[src/rtl/mem_port_arbiter.sv]
// ---------------------------------------------------------------------------
// mem_port_arbiter
//   Shares port A of the 32K x 16 system RAM between two requesters:
//     r0 = CPU data/instruction access
//     r1 = DMA/loader engine
//   At most one access is granted per cycle. The winner's we/addr/wdata are
//   driven onto the RAM port in the grant cycle; read data arrives one cycle
//   later from the synchronous RAM and is flagged by the requester's rvalid.
//
//   Arbitration (default build): fixed priority to r0, with a starvation
//   guard that forces an r1 win once r1 has stalled MAX_WAIT cycles.
//   Arbitration (ARB_ROUND_ROBIN_EN defined): under contention the requester
//   that did not win last time wins; the starvation counter stays at 0.
//
// Ports
//   clk                 system clock, rising edge
//   reset               synchronous reset, active low
//   enable              1 = arbitrate; 0 = no grants, mem_we = 0
//   rN_req/we/addr/wdata  request from requester N (held until rN_gnt)
//   rN_gnt              combinational grant
//   rN_rvalid/rdata     read response, one cycle after a read grant
//   mem_we/addr/din     RAM port A controls (addr/din hold when idle)
//   mem_dout            RAM port A read data (one cycle after address)
// ---------------------------------------------------------------------------
module mem_port_arbiter #(
  parameter int AW       = 15,
  parameter int DW       = 16,
  parameter int MAX_WAIT = 8
) (
  input  logic          clk,
  input  logic          reset,
  input  logic          enable,
  input  logic          r0_req,
  input  logic          r0_we,
  input  logic [AW-1:0] r0_addr,
  input  logic [DW-1:0] r0_wdata,
  output logic          r0_gnt,
  output logic          r0_rvalid,
  output logic [DW-1:0] r0_rdata,
  input  logic          r1_req,
  input  logic          r1_we,
  input  logic [AW-1:0] r1_addr,
  input  logic [DW-1:0] r1_wdata,
  output logic          r1_gnt,
  output logic          r1_rvalid,
  output logic [DW-1:0] r1_rdata,
  output logic          mem_we,
  output logic [AW-1:0] mem_addr,
  output logic [DW-1:0] mem_din,
  input  logic [DW-1:0] mem_dout
);

  // State records who won in the previous cycle (IDLE = nobody).
  typedef enum logic [1:0] {IDLE, G0, G1} state_t;

  localparam logic [7:0] MAX_WAIT_C = 8'(MAX_WAIT);

  state_t        state_q, state_d;
  logic          last_winner_q, last_winner_d;  // 0 = r0, 1 = r1
  logic          rd_q, rd_d;                    // previous grant was a read
  logic [7:0]    wait_cnt_q, wait_cnt_d;
  logic [AW-1:0] addr_hold_q, addr_hold_d;
  logic [DW-1:0] din_hold_q, din_hold_d;

  logic          arb_on;
  logic          prev_is_r1;
  logic          pick_r1;

  // NOTE: every signal assigned in this block gets a default first so no
  // path leaves it unassigned and no latch is inferred.
  always_comb begin
    arb_on        = reset && enable;
    r0_gnt        = 1'b0;
    r1_gnt        = 1'b0;
    mem_we        = 1'b0;
    mem_addr      = '0;
    mem_din       = '0;
    state_d       = IDLE;
    rd_d          = 1'b0;
    addr_hold_d   = addr_hold_q;
    din_hold_d    = din_hold_q;
    wait_cnt_d    = wait_cnt_q;

    // Most recent winner: last cycle's owner if there was one, otherwise the
    // remembered winner from before the idle gap.
    prev_is_r1    = (state_q == G1) ? 1'b1 :
                    (state_q == G0) ? 1'b0 : last_winner_q;
    last_winner_d = prev_is_r1;

`ifdef ARB_ROUND_ROBIN_EN
    pick_r1    = r1_req && (!r0_req || !prev_is_r1);
    wait_cnt_d = '0;
`else
    // Forced cycle: r1 has waited long enough and overrides r0.
    pick_r1    = r1_req && (!r0_req || (wait_cnt_q >= MAX_WAIT_C));
`endif

    r0_gnt = arb_on && r0_req && !pick_r1;
    r1_gnt = arb_on && pick_r1;

    if (r0_gnt) begin
      mem_we   = r0_we;
      mem_addr = r0_addr;
      mem_din  = r0_wdata;
      state_d  = G0;
      rd_d     = !r0_we;
    end else if (r1_gnt) begin
      mem_we   = r1_we;
      mem_addr = r1_addr;
      mem_din  = r1_wdata;
      state_d  = G1;
      rd_d     = !r1_we;
    end else if (reset) begin
      mem_addr = addr_hold_q;
      mem_din  = din_hold_q;
    end

    if (r0_gnt || r1_gnt) begin
      addr_hold_d = mem_addr;
      din_hold_d  = mem_din;
    end

`ifndef ARB_ROUND_ROBIN_EN
    if (enable) begin
      if (r1_req && !r1_gnt)
        wait_cnt_d = (wait_cnt_q == 8'hFF) ? wait_cnt_q : wait_cnt_q + 8'd1;
      else
        wait_cnt_d = '0;
    end
`endif
  end

  // NOTE: state registers use non-blocking assignments so every flop samples
  // the pre-edge values computed above, independent of statement order.
  always_ff @(posedge clk) begin
    if (!reset) begin
      state_q       <= IDLE;
      last_winner_q <= 1'b1;
      rd_q          <= 1'b0;
      wait_cnt_q    <= '0;
      addr_hold_q   <= '0;
      din_hold_q    <= '0;
    end else begin
      state_q       <= state_d;
      last_winner_q <= last_winner_d;
      rd_q          <= rd_d;
      wait_cnt_q    <= wait_cnt_d;
      addr_hold_q   <= addr_hold_d;
      din_hold_q    <= din_hold_d;
    end
  end

  // Responses are routed by last cycle's owner. Masking with reset drops a
  // read that was granted just before reset asserts.
  assign r0_rvalid = reset && rd_q && (state_q == G0);
  assign r1_rvalid = reset && rd_q && (state_q == G1);
  assign r0_rdata  = mem_dout;
  assign r1_rdata  = mem_dout;

endmodule

[config.mk]
export PLATFORM = sky130hd
export DESIGN_NAME = mem_port_arbiter
export DESIGN_NICKNAME = d
export VERILOG_FILES = /design/src/rtl/mem_port_arbiter.sv
export SDC_FILE = /design/constraint.sdc
export NUM_CORES = 1
export LEC_CHECK = 0
export BUFFER_PORTS_ARGS = -buffer_cell sky130_fd_sc_hd__buf_2
export CORE_UTILIZATION = 43
export CTS_CLUSTER_SIZE = 30
export DETAILED_ROUTE_END_ITERATION = 12
export PLACE_DENSITY = 0.81
export SYNTH_ARGS = -nofsm -noshare
export SYNTH_HDL_FRONTEND = slang
export SYNTH_SLANG_ARGS = --single-unit
[constraint.sdc]
create_clock -name clk -period 1.8 [get_ports clk]
set_input_delay 0.18 -clock clk [delete_from_list [all_inputs] [get_ports clk]]
set_output_delay 0.18 -clock clk [all_outputs]
set_load 0.05 [all_outputs]
==> impl_metrics.py <==
metrics = {
    "timing": {
        "fin_tns_setup_ns": -7.94,
        "finalHoldViolCount": 0,
        "finalCritPeriodShare": 1.15,
        "rsz0062_at_grt": "true",
        "fin_ws_ns": -0.271,
        "min_period_ns": 2.07,
        "slew_headroom": 0.735,
        "setup_viol": 33,
        "finClkSkew_ns": 0.00776,
        "drv_slew": 0,
        "fmax_ghz": 0.483,
        "tightest_slew_ns": 0.394,
    },
    "worst_setup_path": {
        "path_cells": "nor4_4 -> a21bo_4 -> nand2_2 -> clkinv_4 -> buf_12 -> a221o_2 -> buf_6",
        "cp_top_family": "compound AO/OA/AOI/OAI gates",
        "cp-end-kind": "output pin",
        "critPathKind": "flip-flop to output pin",
        "crit_required_ns": 1.62,
        "critPathBufInv": 3,
        "worstPathArrival_ns": 1.89,
        "cp_max_fo": 35,
        "critical_path.max_stage_delay_ns": 0.41,
        "cp_slowest_cell": "a221o_2",
        "critPathLaunchType": "flip-flop",
    },
    "global_route": {
        "grtUsageTotal": 0.198,
        "antenna_found_initial": 0,
        "grt_pass1_vias": 2137,
        "grt_max_degree": 36,
        "grt_overflow": 0,
        "grt_pass1_wl_um": 9380,
    },
    "route": {
        "post_drt_wl_per_cell_um": 15.5,
        "drt_iter0_markers": 128,
        "ant_nets": 0,
        "vias_per_cell": 5.68,
        "first_pass_iters": 4,
        "vias": 2221,
        "drt-total-wl_um": 6050,
        "drc": 0,
    },
    "cts": {
        "cts_tree": "yes",
        "htreeDepth": 2,
        "clock-sinks": 42,
        "root_buffer": "clkbuf_8",
        "numCtsBuffers": 5,
        "cts_buffer_depth": 2,
        "clock_latency_ns": 0.29,
        "path_clk_slew_ns": 0.08,
    },
    "place": {
        "place_congestion": 0.773,
        "place_hpwl_um": 3960,
        "placedCellCount": 378,
        "portBuffers": 104,
    },
    "logic_synthesis": {
        "async_flop_share": 0,
        "synth.area.top_cells": "dfxtp_1, a221o_1, buf_4",
        "ys_top_cells_by_count": "a221o_1, dfxtp_1, and3_1, buf_4, buf_6",
        "syn_avg_cell_area_um2": 10.1,
        "synth_area_um2": 2390,
        "synth_top_area_frac": 0.351,
        "synth_top_family_by_area": "compound AO/OA/AOI/OAI gates",
        "synth.largest_area_cell": "dfxtp_1",
        "synth_nets": 324,
        "ys_seq_area_frac": 0.351,
        "syn_inst": 237,
        "synth-simple-area-share": 0.158,
        "synth.area.mux_share": 0,
        "yosysUniqueCellTypes": 33,
        "synthXorXnorAreaFrac": 0.00366,
        "synth-edff-count": 0,
        "synth_warnings": 0,
        "ys_seq_elements": 42,
        "synth_compound_area_frac": 0.299,
        "synth_adder_area_share": 0.0105,
        "yosysMostFrequentCell": "a221o_1",
        "ys.flop_type": "dfxtp_1",
    },
    "die": {
        "dieArea_um2": 5870,
        "coreArea_um2": 5240,
        "initial_core_util": 0.457,
        "pin_count": 153,
        "die_w_um": 76.6,
        "dieHeight_um": 76.6,
        "rows": 26,
    },
    "power_and_ir_drop": {
        "ir_worst_vdd_mv": 0.323,
        "power_density_nw_per_um2": 712,
        "finalPower_mw": 2.31,
        "power.leakage_nw": 1.58,
    },
    "final_layout": {
        "fin_util": 0.620,
        "drive_above_1_share": 0.551,
        "fin_nets": 407,
        "antenna_cells": 0,
        "syn_to_final_growth_pct": 35.7,
        "stdcell_count": 391,
    },
    "outcome": {
        "violations": "negative setup slack",
        "status": "complete, but fails checks",
    },
    "min_path": {
        "hp-class": "input port to flip-flop",
    },
    "run": {
        "drv_cap": 0,
    },
}
[metrics by stage]
stage                     instance area, um2  hold slack (ns)  worst slack (ns)
after global routing                    3250           0.0900            -0.338
after floorplan                         2430            0.279            -0.251
after detailed placement                2830            0.361            0.0161
after CTS                               3160           0.0713            -0.264
final                                   3250            0.107            -0.271
after global placement                  2830            0.361            0.0239
[flip-flops by register name (all words and copies together) (netlist names)]
name / cells
addr_hold_q: 15
state_q: 2
rd_q: 1
din_hold_q: 16
wait_cnt_q: 8
[cell usage in the layout, fill, tap and decap left out, types with 3 or more instances in the layout]
cell type / n
buf_2: 70
dfxtp_1: 38
and3_1: 33
a221o_2: 31
a221o_1: 31
buf_6: 31
buf_4: 19
nor2_1: 8
nand2_1: 5
clkbuf_8: 5
buf_12: 5
and2_1: 4
dfxtp_2: 4
inv_1: 3
[worst paths after layout]
check	startpoint	endpoint	slack [ns]	cells after the start
max	wait_cnt_q[5]	mem_din[9]	-0.27	7
min	r0_we	rd_q	0.11	2
min reg2reg	wait_cnt_q[5]	wait_cnt_q[5]	0.52	1
max reg2reg	wait_cnt_q[5]	addr_hold_q[3]	0.03	8
[metal layers]
layer,routed length (um),part of all wire,vias up,GRT usage
li1,-,-,1078,-
met1,2380,0.39,1050,0.210
met2,3160,0.52,75,0.359
met3,363,0.060,18,0.0479
met4,138,0.023,0,0.110
met5,0,0,-,0
[area by class of cell]
class	count	area, um2
repair buffers	128	1010
clock buffers	7	76.3
well taps	70	87.6
multi-input cells	139	1180
flip-flops and latches	42	846
fillers	408	1990
clock inverters	1	30.0
inverters	4	20.0
[cells by family (layout without fill, tap and decap cells)]
logic type / after synthesis / in the layout
compound gates: 73 / 73
xor+xnor: 1 / 1
flops: 42 / 42
fa+ha+maj: 2 / 2
simple gates: 63 / 63
buf+inv: 56 / 140
[what timing repair did]
item                                    in CTS  in global routing
resized for setup                           70                  6
setup buffers                                0                  3
cloned                                       0                  2
pin swaps                                    2                  0
hold buffers                                 0                  0
endpoints found under the setup margin      34                 34
[power breakdown]
part | leakage [nW] | total (mW) | internal (mW) | switching [mW]
Sequential | 0.345 | 0.986 | 0.976 | 0.0103
Clock | 0.0524 | 0.725 | 0.415 | 0.310
Combinational | 1.18 | 0.599 | 0.266 | 0.333
Note: power is estimated with default switching activity, not from simulation.
